`src/rtl/dual_issue_pkg.sv`:
```
// Shared types and constants for the dual-issue front end.
package dual_issue_pkg;

   // addi x0, x0, 0 -- the word shown on a lane that carries no instruction
   localparam logic [31:0] NOP_INSTR = 32'h0000_0013;

   typedef struct packed {
      logic [31:0] pc;
      logic [31:0] instr1;
      logic [31:0] instr2;
   } fetch_pair_t;

endpackage

```
`src/rtl/dual_issue_fetch_queue.sv`:
```
// Fetch queue feeding the two decode lanes. Holds instruction pairs, presents
// the head pair, and can issue a pair as two single-lane issues (Half bit).
module dual_issue_fetch_queue
   import dual_issue_pkg::*;
#(
   parameter int          DEPTH = 4,
   parameter logic [31:0] NOP   = NOP_INSTR
) (
   input  logic                     clk,
   input  logic                     rst,
   input  logic                     FetchValid,
   input  logic [31:0]              FetchPC,
   input  logic [31:0]              FetchInstr1,
   input  logic [31:0]              FetchInstr2,
   output logic                     FetchReady,
   input  logic                     StallD,
   input  logic                     SplitD,
   input  logic                     FlushD,
   output logic                     ValidD1,
   output logic [31:0]              InstrD1,
   output logic [31:0]              PCD1,
   output logic                     ValidD2,
   output logic [31:0]              InstrD2,
   output logic [31:0]              PCD2,
   output logic [$clog2(DEPTH):0]   Count
);

   localparam int AW = $clog2(DEPTH);
   localparam int CW = AW + 1;

   fetch_pair_t   mem_q [DEPTH];
   fetch_pair_t   head;
   logic [31:0]   head_pc4;
   logic [AW-1:0] rd_ptr_q, rd_ptr_d;
   logic [AW-1:0] wr_ptr_q, wr_ptr_d;
   logic [CW-1:0] count_q, count_d;
   logic          half_q, half_d;
   logic          not_empty;
   logic          pop;
   logic          split_first;
   logic          advance;
   logic          push;

   assign not_empty   = (count_q != '0);
   // No bypass: a full queue refuses even when the head leaves this cycle.
   assign FetchReady  = (count_q < CW'(DEPTH));
   assign pop         = not_empty && !StallD && !FlushD;
   // A split on the first half only flips Half; SplitD on the second half is a no-op.
   assign split_first = pop && !half_q && SplitD;
   assign advance     = pop && !split_first;
   assign push        = FetchValid && FetchReady && !FlushD;
   assign Count       = count_q;

   // Next-state for pointers, occupancy and head half; flush has priority.
   always_comb begin
      rd_ptr_d = rd_ptr_q;
      wr_ptr_d = wr_ptr_q;
      count_d  = count_q;
      half_d   = half_q;
      if (FlushD) begin
         rd_ptr_d = '0;
         wr_ptr_d = '0;
         count_d  = '0;
         half_d   = 1'b0;
      end else begin
         if (split_first) begin
            half_d = 1'b1;
         end else if (advance) begin
            rd_ptr_d = rd_ptr_q + AW'(1);
            half_d   = 1'b0;
         end
         if (push) begin
            wr_ptr_d = wr_ptr_q + AW'(1);
         end
         count_d = count_q + CW'(push) - CW'(advance);
      end
   end

   // Control state register with asynchronous clear.
   always_ff @(posedge clk or posedge rst) begin
      if (rst) begin
         rd_ptr_q <= '0;
         wr_ptr_q <= '0;
         count_q  <= '0;
         half_q   <= 1'b0;
      end else begin
         rd_ptr_q <= rd_ptr_d;
         wr_ptr_q <= wr_ptr_d;
         count_q  <= count_d;
         half_q   <= half_d;
      end
   end

   // Pair storage; contents are only meaningful while covered by Count, so no reset.
   always_ff @(posedge clk) begin
      if (push) begin
         mem_q[wr_ptr_q] <= '{pc: FetchPC, instr1: FetchInstr1, instr2: FetchInstr2};
      end
   end

   // Lane outputs are decoded purely from registered state.
   always_comb begin
      head     = mem_q[rd_ptr_q];
      head_pc4 = head.pc + 32'd4;
      ValidD1  = 1'b0;
      InstrD1  = NOP;
      PCD1     = '0;
      ValidD2  = 1'b0;
      InstrD2  = NOP;
      PCD2     = '0;
      if (not_empty) begin
         ValidD1 = 1'b1;
         if (half_q) begin
            InstrD1 = head.instr2;
            PCD1    = head_pc4;
         end else begin
            InstrD1 = head.instr1;
            PCD1    = head.pc;
            ValidD2 = 1'b1;
            InstrD2 = head.instr2;
            PCD2    = head_pc4;
         end
      end
   end

endmodule

```
`config.mk`:
```
export PLATFORM = sky130hd
export DESIGN_NAME = dual_issue_fetch_queue
export DESIGN_NICKNAME = d
export VERILOG_FILES = /design/src/rtl/dual_issue_pkg.sv /design/src/rtl/dual_issue_fetch_queue.sv
export SDC_FILE = /design/constraint.sdc
export NUM_CORES = 1
export LEC_CHECK = 0
export ABC_AREA = 1
export CAP_MARGIN = 20
export CORE_MARGIN = 2
export CORE_UTILIZATION = 50
export CTS_CLUSTER_DIAMETER = 150
export DETAILED_ROUTE_END_ITERATION = 16
export PLACE_DENSITY = 0.77
export SYNTH_ARGS = -nofsm -noshare
export SYNTH_HDL_FRONTEND = slang
export SYNTH_SLANG_ARGS = --single-unit
```
`constraint.sdc`:
```
create_clock -name clk -period 4.9 [get_ports clk]
set_input_delay 1.225 -clock clk [delete_from_list [all_inputs] [get_ports clk]]
set_output_delay 1.225 -clock clk [all_outputs]
set_load 0.02 [all_outputs]
```
==> flow_summary_export.csv <==
group,metric,value,unit
status,run_status,"complete, no violations",
route,wl_per_cell,20.2,um
floorplan,io_pins,236,
timing,period_needed,4.67,ns
place,hpwl,30100,um
job,maxCapViolCount,0,
global_routing,grt_remaining_overflow,0,
logic_synthesis,yosys.area.top_type_share,66.1,%
layout,nNetsFinal,1957,
logic_synthesis,ys_seq_elements,392,
global_routing,grt_max_degree,166,
hold_path,hold_class,"reg -> reg",
timing,hold_ws,0.598,ns
floorplan,core_area,34500,um^2
floorplan,die_w,191,um
route,top_layer_used,"met5",
logic_synthesis,synth_cells,1629,
critical_path,crit_path_frequent_cell,"nand2_1",
layout,syn2layout_area_growth,23.8,%
timing,post-route-period-util,95.2,%
route,wirelength,47300,um
clock_tree,cts_buffers,41,
layout,layout_common_cells,"492 x nand2_1, 384 x edfxtp_1, 234 x clkdlybuf4s50_1",
logic_synthesis,yosys.area.top_type,"edfxtp_1",
route,firstDrtPassIters,7,
timing,fin_skew,0.0297,ns
clock_tree,clock_path_buffers,3,
logic_synthesis,synth_area,17400,um^2
timing,finalSetupViolCount,0,
route,drt_iter0_drc,994,
timing,max_clock_freq,214,MHz
critical_path,slowest_stage,"clkdlybuf4s50_1",
place,portBuffers,235,
floorplan,rows,68,
clock_tree,post_cts_resized,0,
floorplan,start_util,50.6,%
critical_path,reg2reg_slack,2.50,ns
route,drc_errors,0,
timing,slew_viol_final,0,
power_and_ir_drop,power.leakage,7.85,nW
logic_synthesis,ys_async_sr_fraction,2.04,%
floorplan,die_h,191,um
global_routing,grt_pass1_wl,70300,um
logic_synthesis,synth.avg_cell_area,10.7,um^2
logic_synthesis,ys_seq_area_share,67.3,%
critical_path,cpPeakStageDelay,0.59,ns
clock_tree,worst_skew_pair.late_latency,0.56,ns
timing,finalHoldViolCount,0,
critical_path,path_max_fanout,42,
route,avgViaCountPerCell,5.56,
power_and_ir_drop,power,10.3,mW
route,wl_met1,17900,um
global_routing,grt_pass1_vias,12500,
layout,drive_above_1_share,7.13,%
timing,grt_setup_unrepaired,"no",
route,dr_wl_met2,23200,um
route,postRouteAntennaNets,0,
place,gp_congestion,0.936,
logic_synthesis,synth.distinct_cells,32,
timing,tightest_slew,0.893,ns
critical_path,crit_arrival,3.44,ns
floorplan,dieArea,36400,um^2
logic_synthesis,syn-num-nets,1740,
timing,relSlewSlack,40.5,%
clock_tree,clk_pin_slew,0.06,ns
global_routing,antenna_found_initial,6,
logic_synthesis,synth_flop_cell,"edfxtp_1",
critical_path,required,3.67,ns
logic_synthesis,synth_edf_count,384,
route,vias,13000,
critical_path,crit_path_end_kind,"primary output",
layout,final_common_cell,"nand2_1",
clock_tree,ctsHtreeMaxLevel,2,
critical_path,critical_path.cell_chain,"clkinv_8 -> nand2_1 -> o211ai_1 -> nand2_1 -> ha_1 -> nand2_1 -> nor2_2 -> nand2_1 -> xor2_1 -> and2_1 -> clkdlybuf4s50_1",
critical_path,crit_type,"reg -> out",
global_routing,grt_usage,25.5,%
clock_tree,clock-sinks,392,
logic_synthesis,synth_warnings,0,
layout,fillers,2693,
power_and_ir_drop,vdd_drop_max,402,uV
power_and_ir_drop,power.density,479,nW/um^2
critical_path,start_kind,"flop",
clock_tree,cts_root_buf,"clkbuf_16",
route,route.met3.wl,4620,um
logic_synthesis,netlist_top_cells_area,"edfxtp_1 66%, nand2_1 11%, nor2_1 4.1%",
clock_tree,cts_tree,"done",
clock_tree,cts_hold_buf,0,
clock_tree,post_cts_buffers,0,
-- worst max-delay path, delay by kind of cell, from the launching register on --
kind            cells  cell delay [ns]
compound gates      1             0.08
xor+xnor            1             0.22
fa+ha+maj           1             0.25
buf+inv             2             0.79
flops               1             0.55
simple gates        6             0.99
-- layout make-up --
| type | count | area [um^2] | share of cell area (%) |
|---|---|---|---|
| Antenna cell | 4 | 10.0 | 0.0463 |
| Clock buffer | 48 | 1070 | 4.97 |
| Clock inverter | 28 | 206 | 0.956 |
| Inverter | 66 | 263 | 1.22 |
| Multi-Input combinational cell | 1083 | 5020 | 23.2 |
| Sequential cell | 392 | 11700 | 54.3 |
| Tap cell | 455 | 569 | 2.64 |
| Timing Repair Buffer | 262 | 2720 | 12.6 |
-- cell families after synthesis --
logic type               Yosys count  share of synthesized area [%]
AO/OA/AOI/OAI                    233                           7.90
XOR/XNOR                          10                          0.502
adder cells (fa/ha/maj)            9                          0.689
buffers and inverters            154                           4.18
flip-flops                       392                           67.3
AND/OR/NAND/NOR                  831                           19.5
-- metal layers --
| metal | global-route usage, % | vias to the layer above |
|---|---|---|
| met5 | 0 | - |
| li1 | - | 6098 |
| met4 | 8.91 | 2 |
| met1 | 31.4 | 6249 |
| met3 | 6.61 | 94 |
| met2 | 43.5 | 553 |
-- Yosys cell counts (2+ instances only) --
master	number
o22ai_1	49
o211ai_1	2
nor2_1	191
buf_1	5
inv_1	60
a21oi_1	39
nand3_2	2
buf_2	19
clkbuf_1	44
buf_6	12
nand2_1	493
nor2_2	11
dfrtp_1	8
nand2_2	19
edfxtp_1	384
inv_2	5
xor2_1	10
ha_1	8
nor3_1	4
o21ai_1	13
or2_2	4
a32o_1	29
and2_1	3
nand4_1	8
buf_4	7
nor2_4	4
o21ai_0	101
nand3_1	91
-- path summary, 6_finish.rpt --
kind,from,to,depth (start not counted)
setup reg to reg,Count[2]$_DFF_PP0_,Count[2]$_DFF_PP0_,12
setup / recovery,rd_ptr_q[0]$_DFFE_PP0P_,PCD2[18],11
min in group asynchronous,rst,wr_ptr_q[0]$_DFFE_PP0P_,2
max in group asynchronous,rst,rd_ptr_q[0]$_DFFE_PP0P_,2
hold / removal,wr_ptr_q[1]$_DFFE_PP0P_,wr_ptr_q[1]$_DFFE_PP0P_,2
hold reg to reg,wr_ptr_q[1]$_DFFE_PP0P_,wr_ptr_q[1]$_DFFE_PP0P_,2
-- per-stage QoR --
stage | utilization, % | setup WS, ns | TNS (ns) | std cells | area [um^2]
after floorplan | - | -1.17 | -450.51 | 1629 | 17400
after global placement | 58.7 | 0.663 | 0 | 2256 | 20200
after detailed placement | 58.7 | 0.600 | 0 | 2256 | 20200
after CTS | 62.4 | 0.0244 | 0 | 2332 | 21500
after global routing | 62.7 | 0.000728 | 0 | 2338 | 21600
final | 62.7 | 0.234 | 0 | 2338 | 21600
-- flip-flops by register name, summed over array words and instances (netlist names) --
register and flops:
mem_q 384, Count 3, rd_ptr_q 2, wr_ptr_q 2
half_q 1
-- power by group --
part           switching [mW]  total (mW)  internal, mW  leakage (nW)
clock                    1.25        2.93          1.68         0.623
combinational            2.17        3.44          1.27          3.64
sequential             0.0639        3.98          3.92          3.59
(Power assumes the default switching activity.)
